===== config.mk =====
export PLATFORM = sky130hd
export DESIGN_NAME = rx_packet_ctrl
export DESIGN_NICKNAME = d
export VERILOG_FILES = /design/src/rtl/rx_packet_ctrl.sv
export SDC_FILE = /design/constraint.sdc
export NUM_CORES = 1
export LEC_CHECK = 0
export ABC_CLOCK_PERIOD_IN_PS = 3000
export CAP_MARGIN = 10
export CORE_UTILIZATION = 48
export CTS_CLUSTER_DIAMETER = 30
export DETAILED_ROUTE_END_ITERATION = 16
export GPL_TIMING_DRIVEN = 0
export PLACE_DENSITY_LB_ADDON = 0.12
export SKIP_CTS_REPAIR_TIMING = 1
export SLEW_MARGIN = 20
export SYNTH_ARGS = -nofsm -noshare
export SYNTH_HDL_FRONTEND = slang
export SYNTH_SLANG_ARGS = --single-unit

===== constraint.sdc =====
create_clock -name clk -period 3 [get_ports clk]
set_clock_uncertainty 0.15 [all_clocks]
set_input_delay 0.75 -clock clk [delete_from_list [all_inputs] [get_ports clk]]
set_output_delay 0.75 -clock clk [all_outputs]
set_load 0.1 [all_outputs]

===== src/rtl/rx_packet_ctrl.sv =====
// rtl/rx_packet_ctrl.sv - sequencer for the serial RX shift buffer: bit strobes, clear, capture, delivery
module rx_packet_ctrl #(
  parameter int PACKET_SIZE = 24,
  parameter int DIV_W       = 8,
  parameter int MAX_BITS    = 64
) (
  input  logic                   clk,
  input  logic                   rst,
  input  logic                   i_rx_mode,
  input  logic                   i_config,
  input  logic [DIV_W-1:0]       i_div,
  input  logic [PACKET_SIZE-1:0] i_sr_data,
  input  logic                   i_sr_pkt_rec,
  output logic                   o_sr_en,
  output logic                   o_sr_pkt_rst,
  output logic [PACKET_SIZE-1:0] o_pkt_data,
  output logic                   o_pkt_valid,
  input  logic                   i_pkt_ready,
  output logic                   o_busy,
  output logic [7:0]             o_resync_cnt
);

  localparam int BIT_W = $clog2(MAX_BITS + 1);
  localparam logic [BIT_W-1:0] BITS_MAX = BIT_W'(MAX_BITS);
  localparam logic [BIT_W-1:0] BITS_PKT = BIT_W'(PACKET_SIZE);
  localparam logic [DIV_W-1:0] DIV_MIN  = DIV_W'(2);

  typedef enum logic [1:0] {
    ST_IDLE    = 2'd0,
    ST_CLEAR   = 2'd1,
    ST_HUNT    = 2'd2,
    ST_DELIVER = 2'd3
  } state_t;

  state_t                 r_state;
  logic [DIV_W-1:0]       r_div_cnt;
  logic [BIT_W-1:0]       r_bit_cnt;
  logic [7:0]             r_resync_cnt;
  logic                   r_sr_pkt_rst;
  logic                   r_pkt_valid;
  logic                   r_busy;
  logic [PACKET_SIZE-1:0] r_pkt_data;

  logic [DIV_W-1:0]       w_div_max;
  logic                   w_abort;
  logic                   w_in_hunt;
  logic                   w_div_hit;
  logic                   w_sr_en;
  logic                   w_detect;
  logic                   w_timeout;

  // The flag lags a shift by 2 clk, so a period shorter than 3 clk could shift past a detection.
  assign w_div_max = (i_div < DIV_MIN) ? DIV_MIN : i_div;
  assign w_abort   = i_config | ~i_rx_mode;
  assign w_in_hunt = (r_state == ST_HUNT);
  assign w_div_hit = (r_div_cnt == w_div_max);
  // Shifting stops while a detection is pending so the captured word cannot move under us.
  assign w_sr_en   = w_in_hunt & w_div_hit & ~i_sr_pkt_rec;
  // Flags seen before a full packet has shifted are stale leftovers from the previous packet.
  assign w_detect  = w_in_hunt & i_sr_pkt_rec & (r_bit_cnt >= BITS_PKT);
  assign w_timeout = w_in_hunt & (r_bit_cnt == BITS_MAX) & ~w_detect;

  assign o_sr_en      = w_sr_en;
  assign o_sr_pkt_rst = r_sr_pkt_rst;
  assign o_pkt_data   = r_pkt_data;
  assign o_pkt_valid  = r_pkt_valid;
  assign o_busy       = r_busy;
  assign o_resync_cnt = r_resync_cnt;

  // Bit-period divider and strobe counter; both only run in HUNT and restart from zero on entry.
  always_ff @(posedge clk or negedge rst) begin
    if (!rst) begin
      r_div_cnt <= '0;
      r_bit_cnt <= '0;
    end else if (!w_in_hunt) begin
      r_div_cnt <= '0;
      r_bit_cnt <= '0;
    end else begin
      // A count already past a newly lowered limit wraps without producing a strobe.
      if (r_div_cnt >= w_div_max) begin
        r_div_cnt <= '0;
      end else begin
        r_div_cnt <= r_div_cnt + DIV_W'(1);
      end
      if (w_sr_en && (r_bit_cnt != BITS_MAX)) begin
        r_bit_cnt <= r_bit_cnt + BIT_W'(1);
      end
    end
  end

  // Packet sequencer with registered clear pulse, valid, busy and resync counter.
  always_ff @(posedge clk or negedge rst) begin
    if (!rst) begin
      r_state      <= ST_IDLE;
      r_sr_pkt_rst <= 1'b0;
      r_pkt_valid  <= 1'b0;
      r_busy       <= 1'b0;
      r_pkt_data   <= '0;
      r_resync_cnt <= '0;
    end else begin
      r_sr_pkt_rst <= 1'b0;
      if (w_abort) begin
        r_state     <= ST_IDLE;
        r_pkt_valid <= 1'b0;
        r_busy      <= 1'b0;
      end else begin
        case (r_state)
          ST_IDLE: begin
            r_state      <= ST_CLEAR;
            r_sr_pkt_rst <= 1'b1;
            r_busy       <= 1'b1;
          end
          ST_CLEAR: begin
            r_state <= ST_HUNT;
            r_busy  <= 1'b1;
          end
          ST_HUNT: begin
            r_busy <= 1'b1;
            if (w_detect) begin
              r_pkt_data  <= i_sr_data;
              r_pkt_valid <= 1'b1;
              r_state     <= ST_DELIVER;
            end else if (w_timeout) begin
              r_state      <= ST_CLEAR;
              r_sr_pkt_rst <= 1'b1;
              if (r_resync_cnt != 8'hFF) begin
                r_resync_cnt <= r_resync_cnt + 8'd1;
              end
            end
          end
          ST_DELIVER: begin
            r_busy <= 1'b1;
            if (i_pkt_ready) begin
              r_pkt_valid  <= 1'b0;
              r_state      <= ST_CLEAR;
              r_sr_pkt_rst <= 1'b1;
            end
          end
          default: begin
            r_state     <= ST_IDLE;
            r_pkt_valid <= 1'b0;
            r_busy      <= 1'b0;
          end
        endcase
      end
    end
  end

endmodule

==> summary.md <==
| Metric | Value |
|---|---|
| Status | `finished with violations` |
| Failing checks | `setup timing` |
| Setup crit end kind | `output pin` |
| Final instance area | `around 0.0036 mm²` |
| Crit path cell chain | `buf_6 -> nor2_4 -> nand3_2 -> o21a_1 -> ha_4 -> nand2_4 -> nor4_4 -> buf_6` |
| Area Overhead vs Synth | `38.56%` |
| Synthesized area per cell | `11.27 µm²` |
| DRT Pass-1 Iters | `4` |
| Clk slew on worst S/H paths | `0.09 ns` |
| Die area | `~0.0057 mm²` |
| CP most frequent cell | `buf_6` |
| CTS Buf Count | `5` |
| I/O Buffers | `between 70 and 80` |
| Root Buffer | `clkbuf_8` |
| Met3 Wirelength | `148 µm` |
| Worst-skew pair later-pin latency | `0.30 ns` |
| Core footprint | `0.005172 mm²` |
| Highest-delay cell along the critical path | `ha_4` |
| Via count | `1976` |
| Crit path max-delay family | `simple AND/OR/NAND/NOR gates` |
| M1 WL | `between 2000 and 2500 µm` |
| Gr usage total | `20.77%` |
| Max_slew headroom | `32.98%` |
| Max frequency | `approximately 0.33 GHz` |
| Diode count | `0` |
| Worst endpoint required time | `roughly 2.1 ns` |
| Design Power | `around 1.2 mW` |
| Cell taking the most area after synthesis | `dfrtp_1` |
| H-tree levels | `2` |
| DRT iter0 DRCs | `~110` |
| # IOs | `74` |
| Worst-path fanout max | `3` |
| Power per standard cell area | `about 340 mW/mm²` |
| Metal2 WL | `between 2000 and 3000 µm` |
| Gate count after technology mapping | `232` |
| Max clock buf depth | `2` |
| Period utilization | `100.2%` |
| Vias in the first global route | `1915` |
| Fin crit period | `3.005 ns` |
| Residual DRC | `0` |
| Clock net sink count | `52` |
| Slew @ Worst Pin | `between 1 and 1.5 ns` |
| Pre-CTS setup slack | `-1.313 ns` |
| Number of antenna-violating nets in the routed design | `0` |
| Site Rows | `26` |
| Final setup violation count | `1` |
| DR top layer | `met4` |
| Final WS setup | `-0.005180 ns` |
| Initial Utilization | `between 50% and 60%` |
| Placed Area | `approximately 0.0035 mm²` |
| Seq cells post-synth | `52` |
| Gr ovfl total | `0` |
| Die Height | `75.81 µm` |
| Post-synth top area share | `roughly 50%` |
| Yosys cell types | `43` |
| Yosys warns | `0` |
| Worst hold path class | `in -> async` |
| First-pass GRT wire length | `8769 µm` |
| Final hold vios | `0` |
| RSZ-0062 raised after global routing | `true` |
| Drt via density | `5.132` |
| Slowest cell delay on critical path | `between 0.2 and 0.3 ns` |
| Top cells by area, synth | `dfrtp_1, mux2_1, ha_1` |
| Die Wd | `75.81 µm` |
| Pleak | `1.696 nW` |
| HPWL Detailed | `3979 µm` |
| Post-synth net total | `286` |
| # Max-Cap Violations | `0` |
| CTS tree | `built` |
| Type of origin of the critical path | `input pin` |
| Arr. time, crit path | `between 2 and 2.5 ns` |
| GP Congestion | `between 0.8 and 0.9` |
| Layout cells sized above 1 | `12.38%` |
| Fin. max-slew vios | `0` |
| Final nets | `~370` |
| Worst vdd ir | `between 0.2 and 0.3 mV` |
| WS Path Type | `in -> out` |
| Routed length per instance | `around 14 µm` |
| Initial antenna violation count | `0` |
| Cell area after synthesis | `~0.0026 mm²` |
| Detailed Route WL | `~5200 µm` |
| Seq/Total Area, Yosys | `about half` |
| Largest net degree at the start of global routing | `53` |
| Buf/Inv on CP | `2` |
[cell usage after synthesis]
cell type / n
inv_2: 1
nor4_1: 2
buf_6: 2
nor4b_1: 1
nor2b_1: 1
nor3b_2: 1
nor3_1: 3
clkbuf_1: 2
o2111a_1: 1
nand3_1: 13
buf_2: 2
a2111o_1: 1
or4_1: 2
a211oi_1: 1
o311a_1: 1
o21ai_0: 2
o31ai_1: 2
a211o_1: 1
xnor2_1: 2
nor4_2: 1
nor2_2: 1
or3_1: 3
and3_1: 2
nand2b_1: 6
mux2i_1: 2
a31oi_1: 2
nand2_1: 11
inv_1: 18
nand4_1: 5
a21oi_1: 6
mux2_1: 25
a31o_2: 1
o21ai_1: 4
a221oi_1: 1
or4b_1: 1
nor3_2: 1
ha_1: 16
nor2_1: 17
nor4_4: 1
dfrtp_1: 52
o21a_1: 2
a2111oi_0: 1
xor2_1: 12
[registers in the layout (all words and copies together) (netlist names)]
register      flops
o_pkt_valid       1
r_state           2
o_pkt_data       24
o_sr_pkt_rst      1
o_resync_cnt      8
o_busy            1
r_bit_cnt         7
r_div_cnt         8
[cells by family after synthesis]
family          Yosys count  synth area share (%)
fa+ha+maj                16                 7.655
mux                      27                 11.53
compound gates           26                 6.794
simple gates             72                 15.31
flops                    52                 49.76
xor+xnor                 14                 4.689
buf+inv                  25                 4.258
[report_power, final]
part	internal (mW)	switching (mW)	leakage, nW
registers	0.703	0.00198	0.724
clock network	0.188	0.217	0.0445
logic	0.0590	0.0517	0.928
total	0.949	0.271	1.70
[per-stage QoR]
step / setup TNS (ns) / instances / hold WS [ns] / util, %
floorplan: -0.3147 / 232 / 0.3044 / -
global placement: -34.81 / 375 / 0.3177 / 67.63
detailed placement: -7.829 / 375 / 0.3237 / 67.59
CTS: -1.338 / 383 / 0.3428 / 69.40
global route: -0.05382 / 385 / 0.3567 / 70.05
finish: -0.005180 / 385 / 0.3190 / 70.05
[cells in the final DEF, fill, tap and decap left out, types with 2 or more instances in the layout]
cell / netlist / layout
a31oi_1: 2 / 2
nor3_1: 3 / 3
clkdlybuf4s50_1: 0 / 63
or4_1: 2 / 2
buf_4: 0 / 4
nor2_4: 0 / 3
xnor2_1: 2 / 2
xor2_1: 12 / 12
inv_1: 18 / 16
dfrtp_1: 52 / 52
mux2i_1: 2 / 2
nand3_1: 13 / 12
clkbuf_2: 0 / 2
nor2_1: 17 / 14
or3_1: 3 / 3
clkbuf_1: 2 / 2
ha_1: 16 / 14
o31ai_1: 2 / 2
and3_1: 2 / 2
mux2_1: 25 / 25
buf_6: 2 / 6
nand2_1: 11 / 10
o21a_1: 2 / 2
nand4_1: 5 / 5
o21ai_1: 4 / 4
clkbuf_8: 0 / 6
ha_4: 0 / 2
inv_2: 1 / 3
dlymetal6s2s_1: 0 / 2
o21ai_0: 2 / 2
nor4_4: 1 / 2
nand2b_1: 6 / 6
a21oi_1: 6 / 6
buf_2: 2 / 2
[final cells by class]
| class | count | area, µm² |
|---|---|---|
| fillers | 385 | 1549 |
| plain buffers | 5 | 36.28 |
| clock buffers | 7 | 86.33 |
| repair buffers | 76 | 755.7 |
| inverters | 19 | 71.32 |
| flip-flops and latches | 52 | 1301 |
| well taps | 70 | 87.58 |
| clock inverters | 1 | 7.507 |
| multi-input cells | 155 | 1277 |
[path summary, 6_finish.rpt]
path / startpoint / to / slack [ns] / depth (start not counted)
hold reg to reg: o_pkt_data[9] / o_pkt_data[9] / 0.34 / 1
max in group asynchronous: rst / r_bit_cnt[0] / 1.94 / 1
hold / removal: rst / o_pkt_data[16] / 0.32 / 1
setup / recovery: i_div[3] / o_sr_en / -0.005 / 8
min in group clk: o_pkt_data[9] / o_pkt_data[9] / 0.34 / 1
setup reg to reg: r_state[0] / o_pkt_data[22] / 0.34 / 6
[metal layers]
layer	vias up	global-route usage, %
li1	971	-
met5	-	0
met2	39	37.86
met1	957	24.59
met4	0	6.996
met3	9	3.704
[worst reg2reg max path, delay by kind of cell, from the launching register on]
kind | cells | cell delay (ns)
flip-flops | 1 | 0.45
multiplexers | 1 | 0.36
AND/OR/NAND/NOR | 1 | 0.63
buffers and inverters | 3 | 0.59
adder cells (fa/ha/maj) | 1 | 0.35
No activity file was read; power rests on OpenSTA's default activity.
==> edit 1, RTL diff (same settings) <==
Re-encode `state_t` (4 states) as one-hot, 4 bits wide.
--- a/src/rtl/rx_packet_ctrl.sv
+++ b/src/rtl/rx_packet_ctrl.sv
@@ -25,11 +25,11 @@
   localparam logic [BIT_W-1:0] BITS_PKT = BIT_W'(PACKET_SIZE);
   localparam logic [DIV_W-1:0] DIV_MIN  = DIV_W'(2);
 
-  typedef enum logic [1:0] {
-    ST_IDLE    = 2'd0,
-    ST_CLEAR   = 2'd1,
-    ST_HUNT    = 2'd2,
-    ST_DELIVER = 2'd3
+  typedef enum logic [3:0] {
+    ST_IDLE    = 4'b0001,
+    ST_CLEAR   = 4'b0010,
+    ST_HUNT    = 4'b0100,
+    ST_DELIVER = 4'b1000
   } state_t;
 
   state_t                 r_state;
Formal check against the unedited RTL: no difference found for any inputs over 10 cycles, from zero or initial values and one cycle with rst low; not proved beyond that.
==> edit 1 against the unedited design <==
  * The run still ends with setup timing left
  * Routed wire length increased by 4.7%
  * Fmax decreased by 7.8%
  * Total power increased by 9.2%
  * Critical endpoint unchanged
  * Cell area about the same
  * Final cell count decreased by 0.52%
  * Critical path depth decreased by 3
  * Count of clock-buffer cells in the layout decreased by 2
  * Sequential cell count increased by 2
  * Area after synthesis increased by 0.62%
  * Worst setup slack got worse by 250 ps
==> edit 1: results <==
metrics = {
    "run_status": {
        "outcome": "complete, but fails checks",
        "failed_checks": "setup timing",
    },
    "finish": {
        "layout.nets": 362,
        "layout-drive-gt1-share_pct": 18.8,
    },
    "synth": {
        "most_frequent_cells_after_synthesis": "dfrtp_1, mux2_2, nand2_1",
        "synthCells": 231,
        "synth_fp_nets": 281,
        "yosys.cell_types.count": 38,
        "yosysSeqAreaShare_pct": 51.4,
    },
    "worst_setup_path": {
        "critical_path.max_fanout": 10,
        "critical_path_s_slowest_cell": "or4b_4",
    },
    "placed_design": {
        "hpwlAfterDp_um": 4040,
        "place.detailed.instances": 374,
        "placement.setup.worst_slack_ps": -1820,
    },
    "routing": {
        "wl_per_cell_um": 14.3,
        "detail_route.wirelength_um": 5460,
        "met3WireLength_um": 299,
        "wire_length_on_met2_um": 2730,
    },
    "timing": {
        "final_setup_viols": 1,
        "final.setup.worst_slack_ps": -259,
    },
    "power_and_ir_drop": {
        "vdd_drop_max_mv": 0.259,
        "switching_share_pct": 22.3,
        "leakage_nw": 1.68,
    },
    "grt": {
        "grt_max_degree": 55,
        "grt_pass1_vias": 2041,
    },
}
==> edit 1: changes by cell type after synthesis, moves of 5 or more <==
cell and delta:
mux2_2 +27, mux2_1 -25, nor2_1 -7, inv_1 -6
nor3_1 +6, nand2b_1 -5
==> edit 1: metal layers <==
metal | vias to the layer above | GRT usage (%)
met4 | 0 | 5.77
li1 | 995 | -
met1 | 993 | 25.7
met3 | 4 | 5.51
met2 | 43 | 34.5
met5 | - | 0
==> edit 1: stage by stage <==
stage                     TNS (ps)  utilization [%]  total power [mW]
final                         -259             69.7              1.33
after global routing          -332             69.7              1.39
after CTS                    -2500             68.9              1.34
after detailed placement     -4850             66.9             0.861
after global placement      -41980             66.9             0.859
after floorplan               -472                -             0.785
==> edit 1: layout make-up <==
class | count | area (µm²)
fillers | 402 | 1580
clock inverters | 3 | 40.0
well taps | 70 | 87.6
clock buffers | 5 | 68.8
plain buffers | 4 | 30.0
multi-input cells | 159 | 1230
inverters | 12 | 48.8
repair buffers | 76 | 767
flip-flops and latches | 54 | 1350
==> edit 1: worst paths after layout <==
kind,start,slack [ps],to,cells after the start
setup / recovery,r_state[1],-260,o_sr_en,5
hold / removal,rst,320,o_resync_cnt[5],1
setup reg to reg,r_state[1],230,r_bit_cnt[3],6
hold reg to reg,o_pkt_data[0],360,o_pkt_data[0],1
max in group asynchronous,rst,1930,r_div_cnt[2],1
min in group clk,o_pkt_data[0],360,o_pkt_data[0],1
==> edit 1: cells by family after synthesis <==
kind of cell | after synthesis | share of synthesized area (%)
and+or+nand+nor | 78 | 16.6
DFF | 54 | 51.4
AOI/OAI and AO/OA | 28 | 6.75
muxes | 28 | 11.9
buffers and inverters | 18 | 3.23
xor gates and xnor gates | 13 | 4.33
adders and majority gates | 12 | 5.71
==> edit 2, RTL diff (same flow settings) <==
Without the edit above. Change the parameter `DIV_W` from 8 to 10.
--- a/src/rtl/rx_packet_ctrl.sv
+++ b/src/rtl/rx_packet_ctrl.sv
@@ -1,7 +1,7 @@
 // rtl/rx_packet_ctrl.sv - sequencer for the serial RX shift buffer: bit strobes, clear, capture, delivery
 module rx_packet_ctrl #(
   parameter int PACKET_SIZE = 24,
-  parameter int DIV_W       = 8,
+  parameter int DIV_W       = 10,
   parameter int MAX_BITS    = 64
 ) (
   input  logic                   clk,
Ports: changed (resized i_div); port bits go from 74 to 76. No check against the original RTL was run, so the function may have changed too.
==> edit 2 against the unedited design <==
  * The flow still finishes with violations (setup timing)
  * Global-route usage is 0.66 points lower
  * Worst setup slack lost 330 ps
  * Sequential cell count grew 2
  * Area after synthesis grew 5.2%
  * Routed wire length rose by 9.6%
  * Total power is 4.6% higher
  * Utilization shrank 1.8 points
  * Cell area rose by 3.8%
  * Largest cell class unchanged
  * Highest routed layer unchanged
==> edit 2: results <==
metrics = {
    "routing": {
        "drt_pass1_iterations": 4,
        "met3WireLength_um": 330,
        "wire_length_on_met2_um": 2540,
        "wl_per_cell_um": 14.2,
        "route.vias.total": 2137,
    },
    "placed_design": {
        "finalWeightedCongestion": 0.776,
        "hpwlAfterDp_um": 4190,
        "placement.setup.worst_slack_ps": -1540,
        "place.detailed.instances": 393,
        "detailed_place.area_mm2": 0.00363,
    },
    "run_status": {
        "failed_checks": "setup timing",
        "outcome": "complete, but fails checks",
    },
    "worst_setup_path": {
        "worst_path_largest_cell_delay_ps": 330,
        "critPathArrivalTime_ps": 2440,
        "critical_path_s_slowest_cell": "nor3_4",
    },
    "timing": {
        "final_setup_viols": 1,
        "worst_slew_pin_slew_ps": 1000,
        "final.setup.worst_slack_ps": -335,
    },
    "synth": {
        "most_frequent_cells_after_synthesis": "dfrtp_1, mux2_2, ha_1",
        "yosysSeqAreaShare_pct": 49.1,
        "synth_fp_nets": 304,
        "yosys.cell_types.count": 40,
        "synthCells": 246,
        "synth.area.top_cells": "dfrtp_1, mux2_2, ha_1",
    },
    "finish": {
        "layout-drive-gt1-share_pct": 16.0,
        "final.fill_count": 423,
        "multiInputGateArea_mm2": 0.00134,
        "layout.nets": 388,
    },
    "grt": {
        "grt_pass1_wl_um": 9600,
        "grtUsageMet1_pct": 27.0,
        "grt_pass1_vias": 2139,
        "grtUsageTotal_pct": 20.1,
        "grt_max_degree": 55,
        "gr-usage-met3_pct": 4.71,
        "grt_util_met2_pct": 32.8,
    },
    "power_and_ir_drop": {
        "leakage_nw": 1.76,
        "vdd_drop_max_mv": 0.218,
    },
    "cts": {
        "insertion_delay_ps": 310,
    },
}
edit 2: changes by cell type in the layout (fill, tap and decap cells not counted), moves of 5 or more:
cell	change
mux2_1	-25
mux2_2	+25
nand2_1	+6
nor2_1	-5
nor3_1	+10
o21ai_0	+5
edit 2: cell type report:
type	instances	share of cell area [%]
sequential	54	35.9
multi-input combinational	169	35.6
timing repair buffer	77	20.7
tap	72	2.40
clock buffer	6	2.20
inverter	17	1.70
buffer	6	1.06
clock inverter	2	0.433
edit 2: final timing paths:
check	start	to	slack (ps)	depth (start not counted)
setup / recovery	i_div[2]	o_sr_en	-340	8
hold / removal	rst	o_pkt_data[21]	320	1
setup reg to reg	r_state[0]	o_resync_cnt[1]	620	7
hold reg to reg	o_resync_cnt[7]	o_resync_cnt[7]	360	1
max in group asynchronous	rst	r_div_cnt[0]	1950	1
min in group clk	o_resync_cnt[7]	o_resync_cnt[7]	360	1
edit 2: power breakdown:
part / switching (mW) / internal [mW] / total (mW)
Sequential: 0.00188 / 0.730 / 0.732
Clock: 0.247 / 0.191 / 0.437
Combinational: 0.0505 / 0.0568 / 0.107
edit 2: worst register-to-register path: stages, from the launching register on:
cell and delay, ps:
dfrtp_1 440, inv_1 100, ha_1 200, buf_2 230
nor2b_1 240, nand4_1 270, nor2_1 290, mux2_2 360
edit 2: cell families after synthesis:
logic type               Yosys count  synth area share [%]
AO/OA/AOI/OAI                     26                  6.18
XOR/XNOR                          15                  4.78
adder cells (fa/ha/maj)           18                  8.19
buffers and inverters             23                  3.77
flip-flops                        54                  49.1
multiplexers                      29                  11.7
AND/OR/NAND/NOR                   81                  16.3
